[config.mk]
export PLATFORM = sky130hd
export DESIGN_NAME = vigna_bus_arbiter
export DESIGN_NICKNAME = d
export VERILOG_FILES = /design/src/rtl/vigna_bus_arbiter.sv
export SDC_FILE = /design/constraint.sdc
export NUM_CORES = 1
export LEC_CHECK = 0
export BUFFER_PORTS_ARGS = -buffer_cell sky130_fd_sc_hd__buf_2
export CORE_ASPECT_RATIO = 1.5
export CORE_MARGIN = 1.5
export CORE_UTILIZATION = 47
export CTS_CLUSTER_SIZE = 16
export DETAILED_ROUTE_END_ITERATION = 7
export PLACE_DENSITY = 0.86
export SYNTH_ARGS = -nofsm -noshare
export SYNTH_HDL_FRONTEND = slang
export SYNTH_SLANG_ARGS = --single-unit
export TNS_END_PERCENT = 20
[constraint.sdc]
create_clock -name clk -period 5.7 [get_ports clk]
set_input_delay 1.14 -clock clk [delete_from_list [all_inputs] [get_ports clk]]
set_output_delay 1.14 -clock clk [all_outputs]
set_load 0.05 [all_outputs]
[src/rtl/vigna_bus_arbiter.sv]
// Arbiter that merges the vigna instruction-fetch and data ports onto one valid/ready memory port.
// Defining VIGNA_ARB_TIMEOUT_EN adds a slave-response watchdog that drives bus_err.
module vigna_bus_arbiter #(
    parameter int ADDR_W         = 32,
    parameter int D_MAX_CONSEC   = 4,
    parameter int TIMEOUT_CYCLES = 255
) (
    input  logic              clk,
    input  logic              reset,
    input  logic              i_valid,
    output logic              i_ready,
    input  logic [ADDR_W-1:0] i_addr,
    output logic [31:0]       i_rdata,
    input  logic              d_valid,
    output logic              d_ready,
    input  logic [ADDR_W-1:0] d_addr,
    input  logic [31:0]       d_wdata,
    input  logic [3:0]        d_wstrb,
    output logic [31:0]       d_rdata,
    output logic              mem_valid,
    input  logic              mem_ready,
    output logic [ADDR_W-1:0] mem_addr,
    output logic [31:0]       mem_wdata,
    output logic [3:0]        mem_wstrb,
    input  logic [31:0]       mem_rdata,
    output logic              grant_d,
    output logic              bus_err
);
    typedef enum logic [1:0] {IDLE, BUSY, DONE} state_t;

    localparam int            SW         = (D_MAX_CONSEC < 1) ? 1 : $clog2(D_MAX_CONSEC + 1);
    localparam logic [SW-1:0] STARVE_MAX = SW'(D_MAX_CONSEC);
    localparam bit            STARVE_EN  = (D_MAX_CONSEC != 0);

    state_t              state_reg, state_next;
    logic                mem_valid_reg, mem_valid_next;
    logic [ADDR_W-1:0]   mem_addr_reg, mem_addr_next;
    logic [31:0]         mem_wdata_reg, mem_wdata_next;
    logic [3:0]          mem_wstrb_reg, mem_wstrb_next;
    logic                grant_d_reg, grant_d_next;
    logic [31:0]         i_rdata_reg, i_rdata_next;
    logic [31:0]         d_rdata_reg, d_rdata_next;
    logic                i_ready_reg, i_ready_next;
    logic                d_ready_reg, d_ready_next;
    logic [SW-1:0]       starve_reg, starve_next;
    logic                pick_d;

`ifdef VIGNA_ARB_TIMEOUT_EN
    localparam int            TW      = (TIMEOUT_CYCLES < 2) ? 1 : $clog2(TIMEOUT_CYCLES);
    localparam logic [TW-1:0] TO_LAST = TW'(TIMEOUT_CYCLES - 1);

    logic [TW-1:0] to_cnt_reg, to_cnt_next;
    logic          bus_err_reg, bus_err_next;
`endif

    // d wins unless i has watched D_MAX_CONSEC d grants go by while waiting.
    assign pick_d = d_valid && !(i_valid && STARVE_EN && (starve_reg == STARVE_MAX));

    always_comb begin
        state_next     = state_reg;
        mem_valid_next = mem_valid_reg;
        mem_addr_next  = mem_addr_reg;
        mem_wdata_next = mem_wdata_reg;
        mem_wstrb_next = mem_wstrb_reg;
        grant_d_next   = grant_d_reg;
        i_rdata_next   = i_rdata_reg;
        d_rdata_next   = d_rdata_reg;
        starve_next    = starve_reg;
        i_ready_next   = 1'b0;
        d_ready_next   = 1'b0;
`ifdef VIGNA_ARB_TIMEOUT_EN
        to_cnt_next    = to_cnt_reg;
        bus_err_next   = 1'b0;
`endif
        case (state_reg)
            IDLE: begin
                if (i_valid || d_valid) begin
                    state_next     = BUSY;
                    mem_valid_next = 1'b1;
                    grant_d_next   = pick_d;
`ifdef VIGNA_ARB_TIMEOUT_EN
                    to_cnt_next    = '0;
`endif
                    if (pick_d) begin
                        mem_addr_next  = d_addr;
                        mem_wdata_next = d_wdata;
                        mem_wstrb_next = d_wstrb;
                        if (i_valid && (starve_reg != STARVE_MAX)) begin
                            starve_next = starve_reg + 1'b1;
                        end
                    end else begin
                        mem_addr_next  = i_addr;
                        mem_wdata_next = '0;
                        mem_wstrb_next = '0;
                        starve_next    = '0;
                    end
                end
            end
            BUSY: begin
                if (mem_ready) begin
                    state_next     = DONE;
                    mem_valid_next = 1'b0;
                    if (grant_d_reg) begin
                        d_rdata_next = mem_rdata;
                        d_ready_next = 1'b1;
                    end else begin
                        i_rdata_next = mem_rdata;
                        i_ready_next = 1'b1;
                    end
                end
`ifdef VIGNA_ARB_TIMEOUT_EN
                // A response arriving on the limit cycle is taken above, so it beats the abort.
                else if (to_cnt_reg == TO_LAST) begin
                    state_next     = DONE;
                    mem_valid_next = 1'b0;
                    bus_err_next   = 1'b1;
                    if (grant_d_reg) begin
                        d_rdata_next = 32'hDEAD_BEEF;
                        d_ready_next = 1'b1;
                    end else begin
                        i_rdata_next = 32'hDEAD_BEEF;
                        i_ready_next = 1'b1;
                    end
                end else begin
                    to_cnt_next = to_cnt_reg + 1'b1;
                end
`endif
            end
            DONE: begin
                state_next = IDLE;
            end
            default: begin
                state_next = IDLE;
            end
        endcase
    end

    always_ff @(posedge clk or posedge reset) begin
        if (reset) begin
            state_reg     <= IDLE;
            mem_valid_reg <= 1'b0;
            mem_addr_reg  <= '0;
            mem_wdata_reg <= '0;
            mem_wstrb_reg <= '0;
            grant_d_reg   <= 1'b0;
            i_rdata_reg   <= '0;
            d_rdata_reg   <= '0;
            i_ready_reg   <= 1'b0;
            d_ready_reg   <= 1'b0;
            starve_reg    <= '0;
        end else begin
            state_reg     <= state_next;
            mem_valid_reg <= mem_valid_next;
            mem_addr_reg  <= mem_addr_next;
            mem_wdata_reg <= mem_wdata_next;
            mem_wstrb_reg <= mem_wstrb_next;
            grant_d_reg   <= grant_d_next;
            i_rdata_reg   <= i_rdata_next;
            d_rdata_reg   <= d_rdata_next;
            i_ready_reg   <= i_ready_next;
            d_ready_reg   <= d_ready_next;
            starve_reg    <= starve_next;
        end
    end

`ifdef VIGNA_ARB_TIMEOUT_EN
    always_ff @(posedge clk or posedge reset) begin
        if (reset) begin
            to_cnt_reg  <= '0;
            bus_err_reg <= 1'b0;
        end else begin
            to_cnt_reg  <= to_cnt_next;
            bus_err_reg <= bus_err_next;
        end
    end

    assign bus_err = bus_err_reg;
`else
    // No watchdog: BUSY waits on the slave for as long as it takes.
    if (TIMEOUT_CYCLES >= 0) begin : g_no_timeout
        assign bus_err = 1'b0;
    end else begin : g_no_timeout_neg
        assign bus_err = 1'b0;
    end
`endif

    assign mem_valid = mem_valid_reg;
    assign mem_addr  = mem_addr_reg;
    assign mem_wdata = mem_wdata_reg;
    assign mem_wstrb = mem_wstrb_reg;
    assign grant_d   = grant_d_reg;
    assign i_rdata   = i_rdata_reg;
    assign d_rdata   = d_rdata_reg;
    assign i_ready   = i_ready_reg;
    assign d_ready   = d_ready_reg;

endmodule

==> results.sh <==
export IMPL_maxCapViolations=0
export IMPL_cts_resized_gates=0
export IMPL_fin_crit_ns=3.25
export IMPL_drive_gt1_frac=0.530
export IMPL_via_count=4752
export IMPL_hold_class="flop to flop"
export IMPL_viasPerCell=5.46
export IMPL_r2r_start="starve_reg[0]"
export IMPL_dp_cells=834
export IMPL_gp_congestion=0.777
export IMPL_max_clock_path_buffers=2
export IMPL_synth_seq_cells=141
export IMPL_critPathBufInv=1
export IMPL_finalCritPeriodShare=0.569
export IMPL_criticalPathCategory="input pin to flop"
export IMPL_yosysUniqueCellTypes=32
export IMPL_crit_family="simple AND/OR/NAND/NOR gates"
export IMPL_fin_skew_ns=0.00827
export IMPL_hold_path_depth=1
export IMPL_finish_utilization=0.641
export IMPL_start_util=0.487
export IMPL_clk_latency_ns=0.41
export IMPL_numPortBuffers=272
export IMPL_rows=50
export IMPL_cpMaxStageDelayCell="or2_1"
export IMPL_cp_end_kind="flop"
export IMPL_grt_usage=0.238
export IMPL_coreArea_mm2=0.0126
export IMPL_r2r_end="mem_addr[29]"
export IMPL_hold_viol=0
export IMPL_place_hpwl_um=11500
export IMPL_fin_nets=837
export IMPL_worstHoldEndpoint="i_rdata[4]"
export IMPL_fmax_ghz=0.308
export IMPL_antenna_found_initial=3
export IMPL_reg2reg_depth=5
export IMPL_area_growth_pct=31.8
export IMPL_finalSetupViolCount=0
export IMPL_dr_pass1_iters=4
export IMPL_crit_required_ns=5.93
export IMPL_cts_sinks=141
export IMPL_slew_violations=0
export IMPL_grt_pass1_vias=4853
export IMPL_arrival_ns=3.48
export IMPL_fin_cells=870
export IMPL_cts_setup_buffers=0
export IMPL_max_slew_worst_pin_slew_ns=1.18
export IMPL_cts_tree="built"
export IMPL_worstHoldStart="i_rdata[4]"
export IMPL_cp_max_fo=38
export IMPL_overflow=0
export IMPL_layout_common_cells="buf_2 (272), dfrtp_1 (141), a22o_1 (37)"
export IMPL_final_common_cell="buf_2"
export IMPL_power_density_mw_per_mm2=776
export IMPL_h_tree_depth=4
export IMPL_synth_ff_type="dfrtp_1"
export IMPL_wl_um=16400
export IMPL_cts_root_buffer="clkbuf_16"
export IMPL_p_leak_uw=0.00413
export IMPL_critPathMaxStageDelay_ns=0.99
export IMPL_synth_net_count=583
export IMPL_fp_dieH_um=143
export IMPL_fillers=935
export IMPL_peakVddDrop_uv=379
export IMPL_clk_pin_slew_ns=0.06
export IMPL_drt_iter0_drc=146
export IMPL_syn_avg_cell_area_um2=13.8
export IMPL_worstSetupStartpointType="input pin"
export IMPL_syn_area_mm2=0.00612
export IMPL_slew_headroom=0.215
export IMPL_hold_buffers=0
export IMPL_yosys_warnings=0
export IMPL_crit_chain="buf_2 > or2_1 > and2_4 > o221ai_1"
export IMPL_numCtsBuffers=17
export IMPL_rsz0062_at_grt="false"
export IMPL_drcViolationCount=0
export IMPL_die_w_um=96.2
export IMPL_die_area_mm2=0.0137
export IMPL_postSynthCellCount=444
export IMPL_ant_nets=0
export IMPL_fin_tns_setup_ns=0
export IMPL_synth_seq_area_share=0.577
export IMPL_worst_r2r_setup_slack_ns=3.16
export IMPL_wl_per_cell_um=18.9
export IMPL_grt_max_degree=91
export IMPL_synthArstFlopShare=1.00
export IMPL_synth_edf_count=0
export IMPL_status="finished, final reports clean"
export IMPL_grt_first_pass_wirelength_um=24800
export IMPL_design_portCount=274
## report_power, final
part	switching [uW]	leakage, uW	internal, uW	total, uW
registers	294	0.00173	1480	1780
clock network	464	0.000287	662	1130
logic	2430	0.00212	931	3360
total	3190	0.00413	3070	6260
## layout make-up
type	count	area, um2	area share
inverter	37	144	0.0178
timing repair buffer	276	1400	0.174
antenna	3	7.51	0.000931
sequential	141	3530	0.437
multi-input combinational	225	2180	0.271
clock buffer	17	425	0.0527
clock inverter	15	178	0.0220
tap	156	195	0.0242
## kinds of logic (layout without fill, tap and decap cells)
family,count (synthesis),count (layout),share of synthesized area
AOI/OAI and AO/OA,74,74,0.134
other,1,4,0.000613
muxes,64,64,0.136
and+or+nand+nor,84,84,0.0816
buffers and inverters,78,345,0.0675
adders and majority gates,2,2,0.00409
DFF,141,141,0.577
## metal layers
layer  wire length (um)  global-route usage
met5                  0                   0
met3               1180              0.0570
met4                519               0.118
met1               5930               0.260
met2               8800               0.419
## metrics by stage
| stage | instance area [um2] | hold WS (ns) | total power [uW] | setup WS, ns |
|---|---|---|---|---|
| floorplan | 6120 | 0.471 | 4400 | 0.779 |
| global placement | 7440 | 0.463 | 5010 | 2.09 |
| detailed placement | 7440 | 0.474 | 5130 | 2.02 |
| CTS | 8040 | 0.488 | 6280 | 2.45 |
| global route | 8070 | 0.508 | 6560 | 2.20 |
| finish | 8070 | 0.484 | 6260 | 2.45 |
## cell usage after synthesis, types with 2 or more instances
library cell	number	area [um2]
a22o_1	37	324
buf_2	9	45.0
buf_4	7	52.6
buf_6	11	124
clkbuf_1	13	48.8
dfrtp_1	141	3530
ha_1	2	25.0
inv_1	35	131
inv_2	2	7.51
mux2_1	35	394
mux2_4	29	435
nand2_1	5	18.8
nand2b_1	3	18.8
nand3_1	33	165
nand4_1	33	206
o21ai_1	3	15.0
o221ai_1	2	17.5
o221ai_2	30	450
## worst max-delay path by stage
stage / startpoint / endpoint / slack [ns] / cells past startpoint
global placement: d_valid / mem_addr[29] / 2.09 / 4
CTS: d_valid / mem_addr[29] / 2.45 / 4
finish: d_valid / mem_addr[29] / 2.45 / 4
global route: d_valid / mem_addr[29] / 2.20 / 4
floorplan: reset / d_rdata[0] / 0.78 / 1
detailed placement: d_valid / mem_addr[29] / 2.02 / 4
(Power assumes the default switching activity.)
